==> config.mk <==
export PLATFORM = sky130hd
export DESIGN_NAME = quick_spi_slave_flat
export DESIGN_NICKNAME = d
export VERILOG_FILES = /design/src/rtl/quick_spi_slave_if.sv /design/src/rtl/quick_spi_slave.sv /design/src/flat_wrapper.sv
export SDC_FILE = /design/constraint.sdc
export NUM_CORES = 1
export LEC_CHECK = 0
export ABC_AREA = 1
export CAP_MARGIN = 20
export CORE_ASPECT_RATIO = 0.8
export CORE_MARGIN = 3
export CORE_UTILIZATION = 40
export CTS_BUF_LIST = sky130_fd_sc_hd__clkbuf_4 sky130_fd_sc_hd__clkbuf_8
export CTS_CLUSTER_DIAMETER = 150
export DETAILED_ROUTE_END_ITERATION = 8
export PLACE_DENSITY = 0.62
export SLEW_MARGIN = 20
export SYNTH_ARGS = -nofsm -noshare
export SYNTH_HDL_FRONTEND = slang
export SYNTH_SLANG_ARGS = --single-unit
==> constraint.sdc <==
create_clock -name clk -period 3.31 [get_ports clk]
set_input_delay 0.662 -clock clk [delete_from_list [all_inputs] [get_ports clk]]
set_output_delay 0.662 -clock clk [all_outputs]
set_load 0.1 [all_outputs]
==> src/rtl/quick_spi_slave_if.sv <==
// quick_spi_slave_if: SPI pins plus the local transmit/receive
// port of the quick_spi target, bundled with master/slave views.
interface quick_spi_slave_if #(
    parameter int DATA_WIDTH = 8
);
    logic                  sclk;
    logic                  ss_n;
    logic                  mosi;
    logic                  miso;
    logic                  miso_oe;
    logic [DATA_WIDTH-1:0] tx_data;
    logic                  tx_valid;
    logic                  tx_ready;
    logic [DATA_WIDTH-1:0] rx_data;
    logic                  rx_valid;
    logic                  underrun;
    logic                  overrun;
    logic                  busy;

    modport slave (
        input  sclk, ss_n, mosi, tx_data, tx_valid,
        output miso, miso_oe, tx_ready, rx_data, rx_valid,
        output underrun, overrun, busy
    );

    modport master (
        output sclk, ss_n, mosi, tx_data, tx_valid,
        input  miso, miso_oe, tx_ready, rx_data, rx_valid,
        input  underrun, overrun, busy
    );
endinterface

==> src/rtl/quick_spi_slave.sv <==
// quick_spi_slave: SPI target that oversamples sclk/ss_n/mosi in
// the clk domain, with a one-word transmit holding register.
module quick_spi_slave #(
    parameter int                    DATA_WIDTH = 8,
    parameter bit                    CPOL       = 1'b0,
    parameter bit                    CPHA       = 1'b0,
    parameter bit                    MSB_FIRST  = 1'b1,
    parameter logic [DATA_WIDTH-1:0] IDLE_TX    = '1
) (
    input  logic             clk,
    input  logic             rst_n,
    quick_spi_slave_if.slave bus
);
    localparam int CW = $clog2(DATA_WIDTH + 1);

    typedef enum logic {
        S_IDLE,
        S_ACTIVE
    } state_t;

    state_t state;

    logic sclk_s1, sclk_s2, sclk_h;
    logic ss_s1, ss_s2, ss_h;
    logic mosi_s1, mosi_s2;

    logic [DATA_WIDTH-1:0] hold_data;
    logic                  hold_empty;
    logic [DATA_WIDTH-1:0] tx_shift;
    logic [DATA_WIDTH-1:0] rx_shift;
    logic [CW-1:0]         cnt;

    logic                  sdo;
    logic                  sdo_en;
    logic [DATA_WIDTH-1:0] rx_word;
    logic                  rx_pulse;
    logic                  urun;
    logic                  orun;
    logic                  active;

    logic                  lead;
    logic                  trail;
    logic                  smp_edge;
    logic                  shf_edge;
    logic                  ss_fall;
    logic                  ss_rise;
    logic                  tx_load;
    logic                  last_bit;
    logic [DATA_WIDTH-1:0] next_word;
    logic [DATA_WIDTH-1:0] rx_next;

    function automatic logic first_bit(input logic [DATA_WIDTH-1:0] w);
        return MSB_FIRST ? w[DATA_WIDTH-1] : w[0];
    endfunction

    function automatic logic [DATA_WIDTH-1:0] advance(
        input logic [DATA_WIDTH-1:0] w
    );
        return MSB_FIRST ? (w << 1) : (w >> 1);
    endfunction

    assign lead     = (sclk_s2 != CPOL) && (sclk_h == CPOL);
    assign trail    = (sclk_s2 == CPOL) && (sclk_h != CPOL);
    assign smp_edge = CPHA ? trail : lead;
    assign shf_edge = CPHA ? lead : trail;
    assign ss_fall  = !ss_s2 && ss_h;
    assign ss_rise  = ss_s2 && !ss_h;
    assign tx_load  = bus.tx_valid && hold_empty;
    assign last_bit = (cnt == CW'(DATA_WIDTH - 1));

    // An empty holding register hands over the idle pattern instead
    assign next_word = hold_empty ? IDLE_TX : hold_data;

    assign rx_next = MSB_FIRST
        ? {rx_shift[DATA_WIDTH-2:0], mosi_s2}
        : {mosi_s2, rx_shift[DATA_WIDTH-1:1]};

    assign bus.miso     = sdo;
    assign bus.miso_oe  = sdo_en;
    assign bus.tx_ready = hold_empty;
    assign bus.rx_data  = rx_word;
    assign bus.rx_valid = rx_pulse;
    assign bus.underrun = urun;
    assign bus.overrun  = orun;
    assign bus.busy     = active;

    // Two-flop synchronisers plus a history flop for edge detection
    always_ff @(posedge clk) begin
        if (!rst_n) begin
            sclk_s1 <= CPOL;
            sclk_s2 <= CPOL;
            sclk_h  <= CPOL;
            ss_s1   <= 1'b1;
            ss_s2   <= 1'b1;
            ss_h    <= 1'b1;
            mosi_s1 <= 1'b0;
            mosi_s2 <= 1'b0;
        end else begin
            sclk_s1 <= bus.sclk;
            sclk_s2 <= sclk_s1;
            sclk_h  <= sclk_s2;
            ss_s1   <= bus.ss_n;
            ss_s2   <= ss_s1;
            ss_h    <= ss_s2;
            mosi_s1 <= bus.mosi;
            mosi_s2 <= mosi_s1;
        end
    end

    // Transfer FSM: holding register, shifters, counter and outputs
    always_ff @(posedge clk) begin
        if (!rst_n) begin
            state      <= S_IDLE;
            hold_data  <= '0;
            hold_empty <= 1'b1;
            tx_shift   <= '0;
            rx_shift   <= '0;
            cnt        <= '0;
            sdo        <= 1'b0;
            sdo_en     <= 1'b0;
            rx_word    <= '0;
            rx_pulse   <= 1'b0;
            urun       <= 1'b0;
            orun       <= 1'b0;
            active     <= 1'b0;
        end else begin
            rx_pulse <= 1'b0;
            urun     <= 1'b0;
            orun     <= 1'b0;

            // A same-cycle transfer below still sees the old content
            if (tx_load) begin
                hold_data  <= bus.tx_data;
                hold_empty <= 1'b0;
            end

            unique case (state)
                S_IDLE: begin
                    if (ss_fall) begin
                        state  <= S_ACTIVE;
                        active <= 1'b1;
                        sdo_en <= 1'b1;
                        cnt    <= '0;
                        urun   <= hold_empty;
                        if (!hold_empty) begin
                            hold_empty <= 1'b1;
                        end
                        if (!CPHA) begin
                            sdo      <= first_bit(next_word);
                            tx_shift <= advance(next_word);
                        end else begin
                            tx_shift <= next_word;
                        end
                    end
                end
                S_ACTIVE: begin
                    if (ss_rise) begin
                        state  <= S_IDLE;
                        active <= 1'b0;
                        sdo_en <= 1'b0;
                        sdo    <= 1'b0;
                        cnt    <= '0;
                    end else begin
                        if (smp_edge) begin
                            rx_shift <= rx_next;
                            if (last_bit) begin
                                cnt      <= '0;
                                rx_word  <= rx_next;
                                rx_pulse <= 1'b1;
                                orun     <= rx_pulse;
                                tx_shift <= next_word;
                                urun     <= hold_empty;
                                if (!hold_empty) begin
                                    hold_empty <= 1'b1;
                                end
                            end else begin
                                cnt <= cnt + CW'(1);
                            end
                        end
                        if (shf_edge) begin
                            sdo      <= first_bit(tx_shift);
                            tx_shift <= advance(tx_shift);
                        end
                    end
                end
                default: state <= S_IDLE;
            endcase
        end
    end
endmodule

==> src/flat_wrapper.sv <==
// flat-port wrapper written by rule: the top's interface ports become plain ports
module quick_spi_slave_flat 
#(
    parameter int                    DATA_WIDTH = 8,
    parameter bit                    CPOL       = 1'b0,
    parameter bit                    CPHA       = 1'b0,
    parameter bit                    MSB_FIRST  = 1'b1,
    parameter logic [DATA_WIDTH-1:0] IDLE_TX    = '1
)
  (clk, rst_n, bus_sclk, bus_ss_n, bus_mosi, bus_tx_data, bus_tx_valid, bus_miso, bus_miso_oe, bus_tx_ready, bus_rx_data, bus_rx_valid, bus_underrun, bus_overrun, bus_busy);
  quick_spi_slave_if #(.DATA_WIDTH(DATA_WIDTH)) bus_i ();
  input  logic clk;
  input  logic rst_n;
  input wire logic [$bits(bus_i.sclk)-1:0] bus_sclk;
  input wire logic [$bits(bus_i.ss_n)-1:0] bus_ss_n;
  input wire logic [$bits(bus_i.mosi)-1:0] bus_mosi;
  input wire logic [$bits(bus_i.tx_data)-1:0] bus_tx_data;
  input wire logic [$bits(bus_i.tx_valid)-1:0] bus_tx_valid;
  output wire logic [$bits(bus_i.miso)-1:0] bus_miso;
  output wire logic [$bits(bus_i.miso_oe)-1:0] bus_miso_oe;
  output wire logic [$bits(bus_i.tx_ready)-1:0] bus_tx_ready;
  output wire logic [$bits(bus_i.rx_data)-1:0] bus_rx_data;
  output wire logic [$bits(bus_i.rx_valid)-1:0] bus_rx_valid;
  output wire logic [$bits(bus_i.underrun)-1:0] bus_underrun;
  output wire logic [$bits(bus_i.overrun)-1:0] bus_overrun;
  output wire logic [$bits(bus_i.busy)-1:0] bus_busy;
  assign bus_i.sclk = bus_sclk;
  assign bus_i.ss_n = bus_ss_n;
  assign bus_i.mosi = bus_mosi;
  assign bus_i.tx_data = bus_tx_data;
  assign bus_i.tx_valid = bus_tx_valid;
  assign bus_miso = bus_i.miso;
  assign bus_miso_oe = bus_i.miso_oe;
  assign bus_tx_ready = bus_i.tx_ready;
  assign bus_rx_data = bus_i.rx_data;
  assign bus_rx_valid = bus_i.rx_valid;
  assign bus_underrun = bus_i.underrun;
  assign bus_overrun = bus_i.overrun;
  assign bus_busy = bus_i.busy;
  quick_spi_slave #(.DATA_WIDTH(DATA_WIDTH), .CPOL(CPOL), .CPHA(CPHA), .MSB_FIRST(MSB_FIRST), .IDLE_TX(IDLE_TX)) u_core (.clk(clk), .rst_n(rst_n), .bus(bus_i));
endmodule
==> out/results.tsv <==
stage	metric	value	unit
drt	drt_wl_total	4190	µm
pwr	seq_power_share	53.7	%
clock_network	cts_resized	0	
worst_setup_path	worstPathRequired	2.65	ns
floorplan	dieArea	0.00626	mm²
synthesis	synth_top_area_share	46.8	%
clock_network	numCtsBuffers	5	
pwr	comb_power_share	13.1	%
synthesis	yosysSeqAreaShare	46.8	%
synthesis	yosysWarnings	0	
synthesis	syn_area_per_cell	7.20	µm²
timing	worst_pin_slew	0.960	ns
clock_network	root_buffer	clkbuf_8	
worst_setup_path	crit_chain	clkdlybuf4s50_1	
timing	maxSlewViolCount	0	
synthesis	synth_enable_flop_cells	0	
worst_setup_path	critPathCapture	bus_overrun	
timing	rsz0062_at_grt	false	
worst_setup_path	cp-start-kind	flop	
worst_setup_path	reg2reg_to	u_core.cnt[3]$_SDFFE_PN0P_	
synthesis	synth_xor_area_share	0	%
timing	fin_crit	2.38	ns
placed_design	placedCellCount	375	
clock_network	cts_tree	done	
clock_network	cts_max_level	2	
pwr	p_leak	1.15	nW
worst_setup_path	r2r_slack	1.68	ns
timing	fmax	0.419	GHz
timing	clock_skew	0.00551	ns
timing	hold_slack	0.415	ns
timing	setup_ws	0.925	ns
worst_setup_path	critPathLaunch	u_core.bus.overrun$_SDFF_PP0_	
global_route	grt_usage	14.3	%
floorplan	num_rows	23	
placed_design	io_buffers	28	
final_layout	diodes	0	
global_route	grt_max_degree	37	
clock_network	cts_buffer_depth	2	
hold_path	hp-class	flop to flop	
synthesis	synth_area	0.00214	mm²
final_layout	synthToLayoutAreaGrowth	17.8	%
placed_design	pre_cts_ws	1.24	ns
synthesis	async_flop_share	0	%
synthesis	synthMuxAreaShare	0	%
timing	period_share	72.0	%
final_layout	final_net_count	337	
synthesis	ys.flop_type	dfxtp_1	
global_route	grt-ovfl-total	0	
global_route	antenna_found_initial	0	
worst_setup_path	worst_path_max_delay_cell	clkdlybuf4s50_1	
synthesis	synth_compound_area_share	12.6	%
drt	drcViolationCount	0	
synthesis	ys_seq_elements	50	
floorplan	die_h	71.4	µm
floorplan	die_w	87.7	µm
floorplan	coreArea	0.00509	mm²
floorplan	ios	29	
clock_network	postCtsSetupRepairBufs	0	
drt	vias	1818	
final_layout	final_area	0.00252	mm²
worst_setup_path	crit_family	buffers and inverters	
drt	wire_per_inst	11.0	µm
worst_setup_path	worst-path-max-fanout	1	
timing	max_slew_margin	35.8	%
worst_setup_path	timing.critical_path.buf_inv	1	
worst_setup_path	max_stage_delay	1.12	ns
pwr	ir_worst_vdd	247	µV
clock_network	hold_buffers	0	
clock_network	clock_latency	0.29	ns
synthesis	syn_inst	297	
pwr	internal_power	0.000897	W
worst_setup_path	path_class	flop to output pin	
timing	setup_viol	0	
synthesis	synth_top_family_by_area	simple AND/OR/NAND/NOR gates	
placed_design	gp_congestion	0.763	
placed_design	placed_area	0.00241	mm²
worst_setup_path	critical_path_cell_count	1	
global_route	grt_pass1_vias	1564	
drt	drtIter0Drc	73	
clock_network	cts_sinks	50	
global_route	grt_pass1_wl	7160	µm
pwr	powerDensity	480	mW/mm²
drt	firstDrtPassIters	4	
synthesis	synthTopCellsByArea	dfxtp_1 47%, nand2_1 11%, nor2_1 8.4%, o21ai_0 8.0%, inv_1 6.1%	
pwr	p_sw	0.000312	W
synthesis	synthAdderAreaFrac	1.76	%
synthesis	synth_top_area_cell	dfxtp_1	
placed_design	dp_hpwl	3050	µm
pwr	clkPwrFrac	33.2	%
status	outcome	finished, final reports clean	
synthesis	netlist_top_cells_count	63 x nand2_1, 50 x dfxtp_1, 48 x nor2_1	
pwr	switching_share	25.8	%
final_layout	layout.cells.non_filler	383	
drt	vias_per_cell	4.75	
worst_setup_path	rr_worst_depth	6	
worst_setup_path	end_kind	output pin	
clock_network	path_clk_slew	0.09	ns
final_layout	drive_gt1_share	11.5	%
flow_run	maxCapViolCount	0	
drt	ant_nets	0	
synthesis	synth.net_count	314	
final_layout	fillers	527	
timing	hold_viol_final	0	
synthesis	synth_cell_types	24	
floorplan	start_util	42.0	%
worst_setup_path	cp.arrival	1.72	ns
worst_setup_path	r2r_start	u_core.state$_SDFF_PN0_	
synthesis	yosys.area_share.simple	28.9	%
timing	fin_setup_tns	0	ns
synthesis	synth.most_common_cell	nand2_1	
[logic make-up after synthesis]
| kind of cell | after synthesis |
|---|---|
| compound gates | 53 |
| fa+ha+maj | 3 |
| buf+inv | 50 |
| flops | 50 |
| simple gates | 141 |
[layer usage]
layer  vias to the layer above  part of all wire [%]  global-route usage, %
li1                        970                     -                      -
met1                       821                    52                   20.7
met2                        25                    44                   21.5
met3                         2                   4.1                   3.68
met4                         0                  0.36                   3.07
met5                         -                     0                      0
[stage by stage]
stage | util, % | power (W)
6_report | 49.4 | 0.00121
5_1_grt | 49.4 | 0.00127
4_1_cts | 49.4 | 0.00123
3_5_place_dp | 47.3 | 0.000822
3_3_place_gp | 47.3 | 0.000821
2_1_floorplan | - | 0.000781
[registers in the layout (all words and copies together) (netlist names)]
register / flops
u_core.bus.rx_data: 8
u_core.tx_shift: 8
u_core.rx_shift: 7
u_core.ss_s1: 1
u_core.bus.miso: 1
u_core.bus.rx_valid: 1
u_core.sclk_h: 1
u_core.ss_s2: 1
u_core.bus.busy: 1
u_core.bus.underrun: 1
u_core.cnt: 4
u_core.sclk_s2: 1
u_core.hold_data: 8
u_core.bus.tx_ready: 1
u_core.ss_h: 1
u_core.sclk_s1: 1
u_core.bus.overrun: 1
u_core.mosi_s2: 1
u_core.state: 1
u_core.mosi_s1: 1
[layout make-up]
type	instances	area [µm²]	area share (%)
Inverter	37	139	5.52
Sequential cell	50	1000	39.8
Timing Repair Buffer	29	265	10.5
Multi-Input combinational cell	197	925	36.7
Tap cell	62	77.6	3.08
Clock buffer	8	110	4.37
[power by group through the flow]
stage	clock network (W)	registers (W)	logic [W]
CTS	0.000419	0.000649	0.000160
finish	0.000401	0.000649	0.000158
floorplan	0	0.000676	0.000105
global placement	0	0.000663	0.000158
global route	0.000441	0.000653	0.000179
detailed placement	0	0.000663	0.000159
[placed cells by master, fill, tap and decap left out, types with 2 or more instances in the layout]
master / n
ha_1: 3
or2_2: 2
nand2_2: 4
a21oi_1: 16
clkbuf_8: 8
dfxtp_1: 50
buf_4: 14
nand3_1: 14
nand3_4: 2
nand2_1: 63
clkdlybuf4s50_1: 14
o21ai_0: 34
nand3_2: 2
inv_1: 35
inv_2: 2
nor2_1: 48
nor3_1: 3
[how the worst min path moves through the flow]
stage	from	end	slack [ns]	cells after the start
final	u_core.mosi_s1$_SDFF_PN0_	u_core.mosi_s2$_SDFF_PN0_	0.41	2
after global placement	u_core.mosi_s1$_SDFF_PN0_	u_core.mosi_s2$_SDFF_PN0_	0.40	2
after detailed placement	u_core.mosi_s1$_SDFF_PN0_	u_core.mosi_s2$_SDFF_PN0_	0.40	2
after floorplan	u_core.mosi_s1$_SDFF_PN0_	u_core.mosi_s2$_SDFF_PN0_	0.39	2
after CTS	u_core.mosi_s1$_SDFF_PN0_	u_core.mosi_s2$_SDFF_PN0_	0.42	2
after global routing	u_core.ss_s1$_SDFF_PN1_	u_core.ss_s2$_SDFF_PN1_	0.43	1
[worst register-to-register path: stages (launching register included)]
cell and delay [ns]:
dfxtp_1 0.63, inv_2 0.21, nand3_1 0.23, nand3_2 0.16, o21ai_0 0.13, nand2_1 0.10
nor2_1 0.11
Note: power is estimated with default switching activity, not from simulation.
